==> config.mk <==
export PLATFORM = sky130hd
export DESIGN_NAME = keypad_scan
export DESIGN_NICKNAME = d
export VERILOG_FILES = /design/src/rtl/keypad_scan_pkg.sv /design/src/rtl/keypad_scan_tick.sv /design/src/rtl/keypad_scan.sv
export SDC_FILE = /design/constraint.sdc
export NUM_CORES = 1
export LEC_CHECK = 0
export CAP_MARGIN = 20
export CORE_MARGIN = 3
export CORE_UTILIZATION = 50
export CTS_CLUSTER_SIZE = 16
export DETAILED_ROUTE_END_ITERATION = 12
export DONT_BUFFER_PORTS = 1
export HOLD_SLACK_MARGIN = 0.02
export SYNTH_ARGS = -nofsm -noshare
export SYNTH_HDL_FRONTEND = slang
export SYNTH_SLANG_ARGS = --single-unit
==> constraint.sdc <==
create_clock -name clk -period 6.7 [get_ports clk]
set_input_delay 0.335 -clock clk [delete_from_list [all_inputs] [get_ports clk]]
set_output_delay 0.335 -clock clk [all_outputs]
set_load 0.005 [all_outputs]
==> src/rtl/keypad_scan_pkg.sv <==
// keypad_scan_pkg: state encoding, column reset pattern and key-code layout shared by the keypad scanner
package keypad_scan_pkg;
  localparam logic [1:0] ST_SCAN     = 2'd0;
  localparam logic [1:0] ST_DEBOUNCE = 2'd1;
  localparam logic [1:0] ST_HELD     = 2'd2;
  typedef enum logic [1:0] {
    SCAN     = ST_SCAN,
    DEBOUNCE = ST_DEBOUNCE,
    HELD     = ST_HELD
  } state_e;
  localparam logic [3:0] COL_RESET = 4'b1110;
  // Index of the single low bit in an active-low one-hot nibble
  function automatic logic [1:0] low_idx(input logic [3:0] v);
    return {~v[2] | ~v[3], ~v[1] | ~v[3]};
  endfunction
  // Key code layout: row in [3:2], column in [1:0]
  function automatic logic [3:0] make_code(input logic [1:0] row, input logic [1:0] col);
    return {row, col};
  endfunction
endpackage

==> src/rtl/keypad_scan_tick.sv <==
// scan_tick: free-running prescaler emitting a one-cycle tick every DIV clocks
module scan_tick #(
  parameter int DIV = 40000
) (
  input  logic clk,
  input  logic rst,
  output logic tick_o
);
  localparam int W = (DIV > 1) ? $clog2(DIV) : 1;
  logic [W-1:0] cnt_q;
  assign tick_o = cnt_q == W'(DIV - 1);
  always_ff @(posedge clk) begin
    if (!rst) cnt_q <= '0;
    else      cnt_q <= tick_o ? '0 : cnt_q + 1'b1;
  end
endmodule

==> src/rtl/keypad_scan.sv <==
// keypad_scan: 4x4 matrix keypad scanner with row synchroniser, debounce and one-cycle key strobe
module keypad_scan
  import keypad_scan_pkg::*;
#(
  parameter int SCAN_DIV   = 40000,
  parameter int DEBOUNCE_N = 4
) (
  input  logic       clk,
  input  logic       rst,
  input  logic [3:0] row_n,
  output logic [3:0] col_n,
  output logic [3:0] key_code,
  output logic       key_valid,
  output logic       key_held
);
  localparam int CW = $clog2(DEBOUNCE_N + 1);
  localparam logic [CW-1:0] DN = CW'(DEBOUNCE_N);
  state_e        state_q;
  logic [3:0]    col_q, code_q, rows_m_q, rows_s_q;
  logic [1:0]    row_q, colx_q, row_idx;
  logic [CW-1:0] cnt_q;
  logic          valid_q, held_q, tick, one_key, same, released;
  scan_tick #(.DIV(SCAN_DIV)) u_tick (.clk(clk), .rst(rst), .tick_o(tick));
  always_ff @(posedge clk) begin
    if (!rst) begin
      rows_m_q <= 4'hF;
      rows_s_q <= 4'hF;
    end else begin
      rows_m_q <= row_n;
      rows_s_q <= rows_m_q;
    end
  end
  assign one_key  = $countones(~rows_s_q) == 1;
  assign row_idx  = low_idx(rows_s_q);
  assign same     = one_key && row_idx == row_q;
  assign released = &rows_s_q;
  // Acceptance is acted on the clock after the count completes, so the strobe lands between ticks
  always_ff @(posedge clk) begin
    if (!rst) begin
      state_q <= SCAN;
      col_q   <= COL_RESET;
      code_q  <= '0;
      row_q   <= '0;
      colx_q  <= '0;
      cnt_q   <= '0;
      valid_q <= 1'b0;
      held_q  <= 1'b0;
    end else begin
      valid_q <= 1'b0;
      case (state_q)
        SCAN: if (tick) begin
          if (one_key) begin
            row_q   <= row_idx;
            colx_q  <= low_idx(col_q);
            cnt_q   <= CW'(1);
            state_q <= DEBOUNCE;
          end else begin
            col_q <= {col_q[2:0], col_q[3]};
          end
        end
        DEBOUNCE: if (cnt_q == DN) begin
          valid_q <= 1'b1;
          code_q  <= make_code(row_q, colx_q);
          held_q  <= 1'b1;
          cnt_q   <= '0;
          state_q <= HELD;
        end else if (tick) begin
          cnt_q   <= same ? cnt_q + 1'b1 : '0;
          state_q <= same ? DEBOUNCE : SCAN;
        end
        HELD: if (tick) begin
          if (!released) begin
            cnt_q <= '0;
          end else if (cnt_q == DN - 1'b1) begin
            cnt_q   <= '0;
            held_q  <= 1'b0;
            state_q <= SCAN;
          end else begin
            cnt_q <= cnt_q + 1'b1;
          end
        end
        default: state_q <= SCAN;
      endcase
    end
  end
  assign col_n     = col_q;
  assign key_code  = code_q;
  assign key_valid = valid_q;
  assign key_held  = held_q;
endmodule

# --- After elaboration in Yosys (flattened, before gate mapping) ---
# Cells that the tools add are included.
totals:
  ff_bits: 43
  input_bits: 6
  out_inout_bits: 10
  elab_cells: 80
op_classes:
  n_addsub: 5
  eq_ne: 14
  muxes: 24
  n_bitwise: 13
  reduce_logical: 13
ops:
  columns: ["cell", "count"]
  rows:
  - ["$mux 3", 8]
  - ["$add 16x1->16 const B", 1]
  - ["$eq 16x16->1 const B", 1]
  - ["$mux 2", 7]
  - ["$reduce_and 5->1", 2]
  - ["$pmux 3 s3", 1]
  - ["$ne 2x2->1 const B", 4]
  - ["$not 1->1", 8]
  - ["$mux 1", 6]
  - ["$pmux 2 s3", 1]
  - ["$reduce_and 3->1", 2]
  - ["$reduce_and 6->1", 1]
  - ["$add 1x1->2", 2]
  - ["$ne 2x1->1 const B", 2]
  - ["$not 4->4", 1]
  - ["$or 1x1->1", 4]
  - ["$reduce_and 2->1", 2]
  - ["$reduce_and 4->1", 1]
  - ["$add 2x2->3", 1]
  - ["$add 3x1->3 const B", 1]
  - ["$eq 3x1->1 const B", 1]
  - ["$eq 3x2->1 const B", 1]
  - ["$eq 3x3->1 const B", 1]
  - ["$ne 3x2->1 const B", 1]
  - ["9 further kinds", 9]

# --- Longest topological paths before layout ---
logic_depth:
  word_depth: 9
  ltp_mapped: 9

# --- Cells and area by module ---
# Synthesis repeated with hierarchy kept, for this count alone.
unflattened:
  hier_cells: 212
  hier_area_um2: 1999.4
by_module_without_submodules:
  columns: ["mod", "instances", "cells_each", "area_each_um2"]
  rows:
  - ["keypad_scan", 1, 133, 1281.2]
  - ["scan_tick", 1, 79, 718.2]

# --- Least setup slack after synthesis ---
# OpenSTA, ideal clock, no wires.
synth_path:
  path_type: "register -> register"
  startpoint: "reg rows_s_q[1]"
  endpoint: "reg cnt_q[0]"
  setup_time_ns: 0.122
  arrival_time_ns: 2.446
  required_ns: 6.578
  setup_slack_ns: 4.132
  path_stages_with_launch: 10
  path_buffers: 0
  synth_period_minus_slack_ns: 2.568
  path_cell_list: "dfxtp_1 -> fa_1 -> inv_1 -> ha_1 -> ha_1 -> or3b_2 -> nand2_1 -> nand2b_1 -> nand2b_1 -> o311a_1"
synth_via:
  elab_chain_len: 9
  elab_cells_between_ends: 17
  classes_between: "add/sub: 2; eq/ne: 3; mux: 6; bitwise: 3; reduce/logical: 3"
synth_rtl:
  columns: ["item", "line", "text"]
  rows:
  - ["start: declaration", "keypad_scan.sv:19", "logic [3:0] col_q, code_q, rows_m_q, rows_s_q;"]
  - ["start signal: assignment", "keypad_scan.sv:30", "rows_s_q <= rows_m_q;"]
  - ["$not 4->4", "keypad_scan.sv:33", "assign one_key = $countones(~rows_s_q) == 1;"]
  - ["$add 1x1->2 (not written as such)", "keypad_scan.sv:33", null]
  - ["$add 2x2->3 (not written as such)", "keypad_scan.sv:33", null]
  - ["$eq 3x1->1", "keypad_scan.sv:33", null]
  - ["$logic_and 1x1->1", "keypad_scan.sv:35", "assign same = one_key && row_idx == row_q;"]
  - ["$mux 3", "keypad_scan.sv:68", "cnt_q <= same ? cnt_q + 1'b1 : '0;"]
  - ["$mux 3", "keypad_scan.sv:67", "end else if (tick) begin"]
  - ["$mux 3", "keypad_scan.sv:61", "DEBOUNCE: if (cnt_q == DN) begin"]
  - ["$pmux 3 s3", "keypad_scan.sv:50", "case (state_q)"]
  - ["end signal: assignment", "keypad_scan.sv:68", null]
  - ["end signal: assignment", "keypad_scan.sv:79", "cnt_q <= cnt_q + 1'b1;"]
  - ["end: declaration", "keypad_scan.sv:21", "logic [CW-1:0] cnt_q;"]
# Parallel ways exist; a longest one is shown, timed or not. The select of a mux whose other input is x is not followed.
# A chain may end at the register's enable or synchronous reset.

# --- Final worst setup path ---
# Ends and elaborated chain as after synthesis.

==> impl_metrics.csv <==
group,metric,value,unit
clocking,clk_path_buf_depth,2,
yosys,yosys_warnings,0,
clocking,cts_buffers,5,
cells_and_area,drive_gt1_share,7.83,%
critical_path,endpoint_kind,"flop",
timing,hold_violations,0,
clocking,path_clk_slew,80,ps
global_route,grt_first_pass_wirelength,6.50,mm
die,dieHeight,68.9,µm
global_route,grt_max_degree,18,
cells_and_area,area_growth,8.34,%
yosys,synth_area,0.00198,mm²
timing,max_slew_margin,68.2,%
yosys,ys_seq_area_share,43.5,%
run,drv_cap,0,
global_route,grt_pass1_vias,1458,
power,p_per_area,227,mW/mm²
yosys,postSynthCellCount,212,
timing,fin_crit,2700,ps
timing,max_freq,370,MHz
yosys,yosys.area.top_type_share,43.5,%
yosys,yosysMostFrequentCell,"dfxtp_1",
clocking,cts_resized,0,
yosys,async_flop_share,0,%
placed_design,dp.cells,257,
clocking,htreeDepth,2,
cells_and_area,layout.nets,235,
critical_path,path_max_fanout,6,
die,dieArea,0.00475,mm²
critical_path,start_kind,"flop",
timing,rsz0062_at_grt,"false",
critical_path,critPathKind,"reg -> reg",
die,ios,16,
die,dieWidth,68.9,µm
placed_design,dp_hpwl,2.73,mm
cells_and_area,diodes,0,
timing,fin_crit_sh,40.4,%
yosys,synth_cell_types,45,
run_status,outcome,"finished, final reports clean",
yosys,yosys-top-cells-area,"dfxtp_1 (43%), ha_1 (7.6%), nor2_1 (6.1%)",
clocking,cts.sinks,43,
drt,routedWlPerCell,13.9,µm
global_route,overflow,0,
drt,drt_first_iter_violations,70,
global_route,antenna_found_initial,0,
timing,skew,6.42,ps
cells_and_area,stdcell_count,265,
critical_path,required,6890,ps
drt,wl,3.68,mm
timing,finalSetupViolCount,0,
clocking,cts_tree,"built",
yosys,synthesis.nets,231,
drt,via_per_inst,5.41,
drt,ant_nets,0,
yosys,synth_top_cell_by_area,"dfxtp_1",
clocking,cts-root-buf,"clkbuf_8",
clocking,clk_latency,300,ps
drt,drc,0,
yosys,synth_edf_count,0,
placed_design,place.gp.congestion,0.785,
drt,via_count,1433,
yosys,syn_avg_cell_area,9.34,µm²
yosys,ys_seq_elements,43,
timing,setup_tns,0,ps
die,placement_rows,22,
clocking,holdBufCountCts,0,
die,start_util,52.9,%
placed_design,numPortBuffers,0,
timing,slew_violations,0,
drt,first_pass_iters,4,
min_path,hp-class,"in -> reg",
die,design.core.area,0.00374,mm²
yosys,synth_commonest_cells,"dfxtp_1 (43), nor2_1 (32), nand2_1 (19)",
global_route,grt.total_usage,18.4,%
clocking,post_cts_buffers,0,
critical_path,arrival,2890,ps
power,p_leak,0.858,nW
timing,worst_pin_slew,477,ps
power,ir_drop,0.000134,V
yosys,synth_ff_type,"dfxtp_1",
cell usage in the layout, fill, tap and decap left out, types with 3 or more instances in the layout:
master	n
xnor2_1	5
inv_1	15
mux2i_1	8
ha_1	12
nand3_1	7
clkbuf_8	6
nand2_1	19
a311oi_1	3
o21ai_0	4
nand2b_1	11
xor2_1	10
nor2_1	32
dfxtp_1	43
a21oi_1	4
nand4_1	5
and3_1	3
cell type report:
cell class | count | area, µm²
well taps | 48 | 60.1
fillers | 350 | 1600
multi-input cells | 151 | 1050
clock buffers | 6 | 82.6
flip-flops and latches | 43 | 861
inverters | 15 | 56.3
clock inverters | 2 | 35.0
worst max-delay path: stages (launching register included):
cell and delay (ps):
dfxtp_1 380, fa_1 520, inv_1 40, ha_1 170, ha_1 280, or3b_2 490, nand2_1 110, nand2b_1 130
nand2b_1 170, o311a_1 320
flip-flops by register name (all words and copies together) (netlist names):
register	cells
cnt_q	3
col_n	4
colx_q	2
key_code	4
key_held	1
key_valid	1
row_q	2
rows_m_q	4
rows_s_q	4
state_q	2
u_tick.cnt_q	16
logic make-up after synthesis:
group	count (synthesis)	share of synthesized area, %
mux	9	4.61
buf+inv	18	3.48
simple gates	93	25.5
flops	43	43.5
fa+ha+maj	13	8.60
compound gates	21	7.71
xor+xnor	15	6.64
routing by layer:
metal	GRT usage [%]	wire length, µm	up-vias
met5	0	0	-
met4	6.08	51	0
met3	6.32	202	6
met2	29.0	1640	25
met1	23.3	1790	675
li1	-	-	727
power by group:
part / internal [mW] / leakage, nW / switching (mW)
sequential: 0.259 / 0.349 / 0.00316
combinational: 0.00761 / 0.448 / 0.0102
clock: 0.121 / 0.0612 / 0.0863
final timing paths:
kind	from	to	slack (ps)	cells past startpoint
hold reg to reg	rows_m_q[3]	rows_s_q[3]	410	1
hold / removal	rst	col_n[3]	100	1
setup / recovery	rows_s_q[1]	cnt_q[0]	4000	9
setup reg to reg	rows_s_q[1]	cnt_q[0]	4000	9
per-stage QoR:
stage	cell area (µm²)	setup WS, ps	power (mW)	util, %	hold slack (ps)
floorplan	1980	4130	0.283	-	386
CTS	2140	3980	0.491	57.3	96.8
global route	2140	3870	0.506	57.3	89.5
finish	2140	4000	0.487	57.3	99.6
global placement	2030	4060	0.285	54.1	394
detailed placement	2030	3980	0.286	54.1	392
No activity file was read; power rests on OpenSTA's default activity.
